File: src/rtl/droop_pkg.sv
// Shared definitions for the droop emulator and its companion compensator.
// Holds the datapath widths, the 13-bit output range and the saturation
// helpers that fold the 17-bit difference into the output word.
package droop_pkg;

    localparam int DIN_W  = 16;
    localparam int DOUT_W = 13;
    localparam int W_W    = 7;
    localparam int ACC_W  = 48;
    localparam int MULT_W = DIN_W + W_W;   // 23-bit product register
    localparam int DIFF_W = DIN_W + 1;     // 17-bit difference

    localparam int DOUT_MAX = 4095;
    localparam int DOUT_MIN = -4096;

    // True when a 17-bit difference cannot be represented in the output word.
    function automatic logic out_of_range_s13(input logic signed [DIFF_W-1:0] v);
        return (v > DIFF_W'(DOUT_MAX)) || (v < DIFF_W'(DOUT_MIN));
    endfunction

    // Clamp a signed 17-bit value into [DOUT_MIN, DOUT_MAX].
    function automatic logic signed [DOUT_W-1:0] sat_s17_to_s13(input logic signed [DIFF_W-1:0] v);
        if (v > DIFF_W'(DOUT_MAX)) begin
            return DOUT_W'(DOUT_MAX);
        end else if (v < DIFF_W'(DOUT_MIN)) begin
            return DOUT_W'(DOUT_MIN);
        end else begin
            return v[DOUT_W-1:0];
        end
    endfunction

endpackage

File: src/rtl/droop_emulator_edge_sync.sv
// edge_sync: two-flop synchroniser followed by a rising-edge detector.
// Ports:
//   clk       system clock
//   rst_n     asynchronous active-low reset
//   trig      strobe from outside the clk domain
//   trig_edge one-cycle pulse, high while trig_a=1 and trig_b=0
// Holding trig high yields exactly one pulse; pulses shorter than a clock
// period may be missed.
module edge_sync (
    input  logic clk,
    input  logic rst_n,
    input  logic trig,
    output logic trig_edge
);

    logic trig_a;
    logic trig_b;

    // The asynchronous reset on both stages keeps them as discrete flops;
    // they cannot be packed into a reset-less shift-register primitive.
    always_ff @(posedge clk or negedge rst_n) begin
        if (!rst_n) begin
            trig_a <= 1'b0;
            trig_b <= 1'b0;
        end else begin
            trig_a <= trig;
            trig_b <= trig_a;
        end
    end

    assign trig_edge = trig_a & ~trig_b;

endmodule

File: src/rtl/droop_emulator.sv
// droop_emulator: models single-pole AC-coupling droop, the inverse of the
// anti-droop IIR compensator. On each synchronised trig edge:
//   y[n] = x[n-2] - (sum of x[k]*w through k=n-3) >>> SCALE, saturated to 13 bits.
// Ports:
//   clk, rst_n    clock, asynchronous active-low reset
//   trig          sample strobe (asynchronous, rising edge detected)
//   din           signed 16-bit input sample
//   droopWeight   signed 7-bit droop coefficient w
//   accClr_en     synchronous clear of accumulator and pipeline
//   satClr        clears the sticky saturation flag
//   satDetect     sticky accumulator-overflow / output-saturation flag
//   dout          signed 13-bit droop-affected output (held between edges)
//   dout_valid    one-cycle pulse when dout carries a primed result
module droop_emulator
    import droop_pkg::*;
#(
    parameter int SCALE = 15   // legal 1..31
) (
    input  logic                     clk,
    input  logic                     rst_n,
    input  logic                     trig,
    input  logic signed [DIN_W-1:0]  din,
    input  logic signed [W_W-1:0]    droopWeight,
    input  logic                     accClr_en,
    input  logic                     satClr,
    output logic                     satDetect,
    output logic signed [DOUT_W-1:0] dout,
    output logic                     dout_valid
);

    localparam int SLICE_HI = SCALE + DIN_W - 1;   // top bit of the scaled slice

    logic                     trig_edge;
    logic signed [W_W-1:0]    w_a;
    logic signed [W_W-1:0]    w_b;
    logic signed [DIN_W-1:0]  din_del;
    logic signed [DIN_W-1:0]  din_del_b;
    logic signed [MULT_W-1:0] multreg;
    logic signed [ACC_W-1:0]  acc;
    logic [1:0]               prime;

    logic signed [MULT_W-1:0] mult_next;
    logic signed [DIN_W-1:0]  acc_slice;
    logic signed [DIFF_W-1:0] diff;
    logic [ACC_W-1:SLICE_HI]  acc_hi;
    logic                     acc_ovf;
    logic                     sat_evt;

    edge_sync u_edge_sync (
        .clk       (clk),
        .rst_n     (rst_n),
        .trig      (trig),
        .trig_edge (trig_edge)
    );

    // Coefficient is retimed through two stages so it lines up with the
    // synchronised strobe; it is not affected by accClr_en.
    always_ff @(posedge clk or negedge rst_n) begin
        if (!rst_n) begin
            w_a <= '0;
            w_b <= '0;
        end else begin
            w_a <= droopWeight;
            w_b <= w_a;
        end
    end

    // Both operands widened to the product width first so the multiply is
    // evaluated at full precision.
    assign mult_next = MULT_W'(din_del) * MULT_W'(w_b);

    // Difference uses the accumulator value from before this edge's update.
    assign acc_slice = acc[SLICE_HI:SCALE];
    assign diff      = DIFF_W'(din_del_b) - DIFF_W'(acc_slice);

    // Bits above the scaled slice must be pure sign extension; anything else
    // means the slice no longer represents the integral. Evaluated every
    // cycle, so a persisting overflow re-arms satDetect after a clear.
    assign acc_hi  = acc[ACC_W-1:SLICE_HI];
    assign acc_ovf = (|acc_hi) && !(&acc_hi);
    assign sat_evt = trig_edge && out_of_range_s13(diff);

    always_ff @(posedge clk or negedge rst_n) begin
        if (!rst_n) begin
            din_del    <= '0;
            din_del_b  <= '0;
            multreg    <= '0;
            acc        <= '0;
            prime      <= '0;
            dout       <= '0;
            dout_valid <= 1'b0;
            satDetect  <= 1'b0;
        end else if (accClr_en) begin
            // Clear wins over a coincident edge; dout keeps its last value.
            din_del    <= '0;
            din_del_b  <= '0;
            multreg    <= '0;
            acc        <= '0;
            prime      <= '0;
            dout_valid <= 1'b0;
            satDetect  <= 1'b0;
        end else begin
            dout_valid <= trig_edge && (prime == 2'd2);
            if (trig_edge) begin
                din_del   <= din;
                din_del_b <= din_del;
                multreg   <= mult_next;
                acc       <= acc + ACC_W'(multreg);   // wraps, overflow is only flagged
                dout      <= sat_s17_to_s13(diff);
                if (prime != 2'd2) begin
                    prime <= prime + 2'd1;
                end
            end
            if (satClr) begin
                satDetect <= 1'b0;
            end else if (acc_ovf || sat_evt) begin
                satDetect <= 1'b1;
            end
        end
    end

endmodule
File: config.mk
export PLATFORM = sky130hd
export DESIGN_NAME = droop_emulator
export DESIGN_NICKNAME = d
export VERILOG_FILES = /design/src/rtl/droop_pkg.sv /design/src/rtl/droop_emulator_edge_sync.sv /design/src/rtl/droop_emulator.sv
export SDC_FILE = /design/constraint.sdc
export NUM_CORES = 1
export LEC_CHECK = 0
export ABC_AREA = 1
export CORE_MARGIN = 8
export CORE_UTILIZATION = 60
export CTS_CLUSTER_DIAMETER = 150
export DETAILED_ROUTE_END_ITERATION = 12
export PLACE_DENSITY_LB_ADDON = 0.08
export SETUP_SLACK_MARGIN = 0.3
export SLEW_MARGIN = 10
export SYNTH_ARGS = -nofsm -noshare
export SYNTH_HDL_FRONTEND = slang
export SYNTH_SLANG_ARGS = --single-unit
File: constraint.sdc
create_clock -name clk -period 10.3 [get_ports clk]
set_input_delay 1.03 -clock clk [delete_from_list [all_inputs] [get_ports clk]]
set_output_delay 1.03 -clock clk [all_outputs]
set_load 0.1 [all_outputs]
==> impl_metrics.tcl, run 1 <==
set metrics [dict create \
    htree_levels 4 \
    syn_nets 2199 \
    worstRegToRegCells 16 \
    num_io_pins 43 \
    fmax_mhz 193 \
    arrival_ns 5.49 \
    drv_slew 0 \
    grt_max_degree 77 \
    fillCellCount 2052 \
    postCtsHoldBufs 0 \
    final_cell_mix "nand2_1 (564), inv_1 (391), nor2_1 (157), dfrtp_1 (136), o21ai_0 (133)" \
    hold_slack_ns 0.340 \
    dpl.hpwl_um 29600 \
    irDropWorstVdd_mv 0.236 \
    fin_skew_ns 0.0163 \
    cts_buffers 17 \
    synth_compound_area_frac 0.130 \
    endpoint_kind "flip-flop" \
    final_antenna_net_count 0 \
    r2r_start "w_b[1]" \
    fin_setup_tns_ns 0 \
    initial_core_util 0.607 \
    drt-pass1-iter-count 5 \
    cts-root-buf "clkbuf_16" \
    powerDensity_mw_per_mm2 148 \
    finalHoldViolCount 0 \
    top_layer_used "met4" \
    area_delta_synth_final_pct 8.70 \
    row_count 55 \
    layout-drive-gt1-share 0.0325 \
    finalWirelength_um 37500 \
    rsz0062_at_grt "no" \
    required_ns 10.60 \
    synthSimpleGateAreaFrac 0.252 \
    netlist_area_mm2 0.0136 \
    postSynthAreaPerCell_um2 6.90 \
    reg2reg_slack_ns 5.12 \
    yosysWarnings 0 \
    cts_tree "built" \
    gp_congestion 0.978 \
    syn_inst 1975 \
    period_share 0.503 \
    p_leak_nw 8.08 \
    antenna_cells 0 \
    io_buffers 42 \
    wl_met2_um 17300 \
    path_class "flip-flop to flip-flop" \
    setup_viol_count_final 0 \
    antenna_found_initial 0 \
    clock_latency_ns 0.43 \
    grt_first_pass_wirelength_um 61800 \
    routedWlPerCell_um 16.4 \
    synth_top_family_by_area "simple AND/OR/NAND/NOR gates" \
    die-area_mm2 0.0278 \
    cts_resized 0 \
    slew_headroom 0.329 \
    hp-class "flip-flop to flip-flop" \
    synthAdderAreaFrac 0.227 \
    muxShareOfSynthArea 0.000827 \
    final_nets 2214 \
    via_per_inst 5.43 \
    synth_cell_types 43 \
    drcViolationCount 0 \
    maxCapViolCount 0 \
    worst_pin_slew_ns 1.01 \
    crit_path_start "w_b[1]" \
    drt_iter0_drc 1153 \
    critPathCapture "multreg[22]" \
    die_height_um 167 \
    status "completed" \
    fin_cells 2288 \
    clock_sinks 136 \
    ff_latch_area_mm2 0.00340 \
    mostFrequentLayoutCell "nand2_1" \
    worstSetupStartpointType "flip-flop" \
    ys_seq_elements 136 \
    synthXorXnorAreaFrac 0.0154 \
    coreArea_mm2 0.0224 \
    rr_endpoint "multreg[22]" \
    post-cts-setup-buffers 0 \
    wl_met3_um 2050 \
    crit_fanout 16 \
    wl_met1_um 17200 \
    cts_buffer_depth 2 \
    synth_seq_area_share 0.250 \
    dpl.cell_count 2256 \
    multi_input_area_mm2 0.00853 \
    layout_min_cycle_time_ns 5.18 \
    die_w_um 167 \
    grt_overflow_total 0 \
    grt_pass1_vias 12300 \
    vias 12400 \
    clkTransAtPathRegs_ns 0.07 \
    grt_use_total 0.275 \
]
cell usage after synthesis:
master | n | share of area
and2_1 | 1 | 0.00046
fa_1 | 86 | 0.13
nand3_1 | 64 | 0.024
clkbuf_2 | 4 | 0.0015
nand2_2 | 10 | 0.0046
a21oi_1 | 113 | 0.042
ha_1 | 110 | 0.10
dfrtp_1 | 136 | 0.25
clkbuf_1 | 39 | 0.011
nor2_2 | 1 | 0.00046
buf_2 | 4 | 0.0015
a22o_1 | 5 | 0.0032
a31oi_1 | 4 | 0.0018
and3_1 | 2 | 0.00092
a32o_1 | 4 | 0.0029
a211oi_1 | 1 | 0.00055
nor2_1 | 158 | 0.044
o22ai_1 | 10 | 0.0046
o21ai_0 | 133 | 0.049
o31ai_1 | 7 | 0.0039
a21boi_0 | 6 | 0.0033
nor3b_1 | 1 | 0.00055
buf_1 | 2 | 0.00055
mux2_2 | 1 | 0.00083
o21ai_1 | 8 | 0.0029
o311ai_0 | 2 | 0.0013
a21o_1 | 5 | 0.0028
inv_1 | 391 | 0.11
xnor2_1 | 9 | 0.0058
buf_6 | 3 | 0.0025
or2_2 | 7 | 0.0032
nand4_1 | 15 | 0.0069
nor4_1 | 7 | 0.0032
o21bai_1 | 11 | 0.0061
a21oi_2 | 2 | 0.0013
inv_2 | 3 | 0.00083
o211ai_1 | 2 | 0.0011
nand2_1 | 564 | 0.16
xor2_1 | 15 | 0.0096
o21a_1 | 3 | 0.0017
nand2_4 | 1 | 0.00083
o21ai_2 | 3 | 0.0019
nor3_1 | 22 | 0.0081
per-stage QoR:
stage / area [µm²] / total power [mW] / setup WS [ns] / util
2_1_floorplan: 13600 / 1.35 / 5.78 / -
3_3_place_gp: 14200 / 1.56 / 5.32 / 0.634
3_5_place_dp: 14200 / 1.57 / 5.26 / 0.634
4_1_cts: 14800 / 2.20 / 5.23 / 0.660
5_1_grt: 14800 / 2.33 / 4.86 / 0.660
6_report: 14800 / 2.19 / 5.12 / 0.660
report_power, final:
| group | switching [mW] | internal, mW |
|---|---|---|
| Clock | 0.265 | 0.361 |
| Combinational | 0.650 | 0.282 |
| Sequential | 0.0479 | 0.588 |
how the worst min path moves through the flow:
stage | cells after the start | from | slack (ns) | to
floorplan | 0 | w_a[0] | 0.33 | w_b[0]
finish | 0 | w_a[4] | 0.34 | w_b[4]
global route | 0 | w_a[4] | 0.35 | w_b[4]
global placement | 0 | w_a[0] | 0.33 | w_b[0]
detailed placement | 0 | w_a[1] | 0.34 | w_b[1]
CTS | 0 | w_a[4] | 0.34 | w_b[4]
final cells by class:
cell class | count | share of cell area
clock buffer | 20 | 0.0295
clock inverter | 12 | 0.00946
inverter | 394 | 0.0999
multi-input combinational | 1393 | 0.576
sequential | 136 | 0.230
tap | 285 | 0.0241
timing repair buffer | 48 | 0.0315
logic make-up after synthesis:
logic type / count (synthesis)
AND/OR/NAND/NOR: 853
buffers and inverters: 446
AO/OA/AOI/OAI: 319
adder cells (fa/ha/maj): 196
flip-flops: 136
XOR/XNOR: 24
multiplexers: 1
critical path, cell delays in order, from the launching register on:
cell	delay, ns
dfrtp_1	0.71
nand2_1	0.19
inv_1	0.14
fa_1	0.55
fa_1	0.58
inv_1	0.05
fa_1	0.48
fa_1	0.54
inv_1	0.04
ha_1	0.39
nand2_1	0.13
nor3_1	0.25
nand2_1	0.11
o311ai_0	0.62
nand2_1	0.12
nand2_1	0.08
o21ai_0	0.08
routing by layer:
metal  vias up  global-route usage
met5         -                   0
met2       395               0.455
met3        57              0.0357
li1       6188                   -
met1      5774               0.368
met4         0              0.0920
sequential cells by signal, indices dropped and copies added (netlist names):
signal,flops
acc,48
dout,13
satDetect,1
u_edge_sync.trig_b,1
multreg,23
din_del_b,16
w_a,7
din_del,16
prime,2
w_b,7
u_edge_sync.trig_a,1
dout_valid,1
Note: power is estimated with default switching activity, not from simulation.
==> run 2: changes to the inputs <==
Clock period 10.3 ns to 5.1 ns, I/O delays scaled along.
==> run 2 against run 1 <==
Die area did not move. Worst hold slack got worse by 0.18 ns. Final area up 1.3%. Wire length rose by 1.1%. Largest cell class unchanged. Final cell count increased by 0.31%. Sequential power is 100% higher.
==> impl_metrics.tcl, run 2 (same netlist as run 1, synthesis figures left out) <==
set metrics [dict create \
    finalHoldViolCount 0 \
    regMostFlops "acc" \
    fin_setup_tns_ns 0 \
    powerDensity_mw_per_mm2 303 \
    layout-drive-gt1-share 0.0483 \
    dpl.hpwl_um 29500 \
    required_ns 5.41 \
    finalWirelength_um 37900 \
    final_antenna_net_count 0 \
    grt_overflow_total 0 \
    final_cell_mix "nand2_1 (564), inv_1 (389), nor2_1 (154), dfrtp_1 (133), o21ai_0 (128)" \
    area_delta_synth_final_pct 10.1 \
    initial_core_util 0.607 \
    largest_reg_flops 48 \
    layout_min_cycle_time_ns 4.67 \
    gp_congestion 0.985 \
    fmax_mhz 214 \
    irDropWorstVdd_mv 0.388 \
    io_buffers 42 \
    slew_headroom 0.327 \
    rr_endpoint "multreg[17]" \
    drcViolationCount 0 \
    layout_setup_ws_ns 0.430 \
    antenna_found_initial 0 \
    r2r_start "w_b[6]" \
    cts_buffer_depth 2 \
    worstSetupStartpointType "flip-flop" \
    worst_pin_slew_ns 1.01 \
    antenna_cells 0 \
    clock_latency_ns 0.44 \
    rsz0062_at_grt "yes" \
    cts-root-buf "clkbuf_16" \
    coreArea_mm2 0.0224 \
    grt_first_pass_wirelength_um 61800 \
    die-area_mm2 0.0278 \
    fillCellCount 2052 \
    path_class "flip-flop to flip-flop" \
    row_count 55 \
    num_io_pins 43 \
    cts_tree "built" \
    hold_slack_ns 0.159 \
    die_height_um 167 \
    maxCapViolCount 0 \
    status "completed" \
    htree_levels 4 \
    hp-class "input pin to asynchronous set/reset pin" \
    final_nets 2222 \
    grt_pass1_vias 12200 \
    wl_met2_um 17700 \
    routedWlPerCell_um 16.5 \
    ff_latch_area_mm2 0.00341 \
    clkTransAtPathRegs_ns 0.07 \
    fin_skew_ns 0.0164 \
    drt-pass1-iter-count 9 \
    mostFrequentLayoutCell "nand2_1" \
    total_power_mw 4.54 \
    setup_viol_count_final 0 \
    vias 12600 \
    drt_iter0_drc 935 \
    wl_met3_um 2190 \
    p_leak_nw 8.13 \
    grt_use_total 0.275 \
    multi_input_area_mm2 0.00864 \
    postCtsHoldBufs 0 \
    worstRegToRegCells 19 \
    largestRegisters "acc: 48 flops, multreg: 23 flops" \
    crit_fanout 7 \
    arrival_ns 4.98 \
    wl_met1_um 16900 \
    dpl_worst_slack_ns 0.270 \
    drv_slew 0 \
    die_w_um 167 \
    reg2reg_slack_ns 0.43 \
    top_layer_used "met4" \
    grt_max_degree 90 \
    via_per_inst 5.48 \
    clock_sinks 136 \
    period_share 0.916 \
    utilization 0.669 \
    endpoint_kind "flip-flop" \
    cts_buffers 17 \
]
run 2: through the flow:
stage               cell area, µm²  instances
detailed placement           14300       2260
global placement             14300       2260
global route                 15000       2295
floorplan                    13600       1975
CTS                          14900       2291
finish                       15000       2295
run 2: worst max path at each step:
stage                           start  slack (ns)           to
final                          w_b[6]        0.43  multreg[17]
after global routing           w_b[6]        0.21  multreg[22]
after CTS                      w_b[6]        0.34  multreg[17]
after detailed placement  din_del[15]        0.27  multreg[22]
after global placement    din_del[15]        0.27  multreg[22]
after floorplan                w_b[5]        0.58  multreg[19]
run 2: cell type report:
cell class,count,share of cell area
Sequential cell,136,0.227
Clock buffer,19,0.0295
Timing Repair Buffer,56,0.0351
Inverter,394,0.0988
Clock inverter,12,0.00959
Tap cell,285,0.0238
Multi-Input combinational cell,1393,0.576
run 2: routing by layer:
| layer | up-vias | track usage |
|---|---|---|
| li1 | 6201 | - |
| met1 | 5898 | 0.355 |
| met2 | 414 | 0.464 |
| met3 | 73 | 0.0407 |
| met4 | 0 | 0.0956 |
| met5 | - | 0 |
run 2: critical path, cell delays in order (launching register included):
cell        delay, ns
dfrtp_1          0.42
clkinvlp_4       0.20
buf_4            0.20
nor2_1           0.14
fa_1             0.44
fa_1             0.52
fa_1             0.55
inv_1            0.06
fa_1             0.53
inv_1            0.05
ha_1             0.36
nand2_1          0.14
o21ai_2          0.20
nand2_1          0.09
nand4_1          0.16
inv_1            0.07
o21bai_2         0.15
a21oi_1          0.08
o21ai_0          0.12
nand2_1          0.07
run 2: what timing repair did:
item	4_1_cts	5_1_grt
setup buffers	0	4
gates resized for setup	3	30
endpoints found under the setup margin	3	12
pin swaps	0	2
run 2: power by group:
part / internal [mW] / switching (mW)
Clock: 0.740 / 0.555
Combinational: 0.588 / 1.38
Sequential: 1.19 / 0.0918
Total: 2.52 / 2.02
==> run 3: changes to the inputs <==
Settings changed: HOLD_SLACK_MARGIN from default to 0.03.
==> results of run 3 <==
Final layout, timing and power as in run 2 (identical DEF).
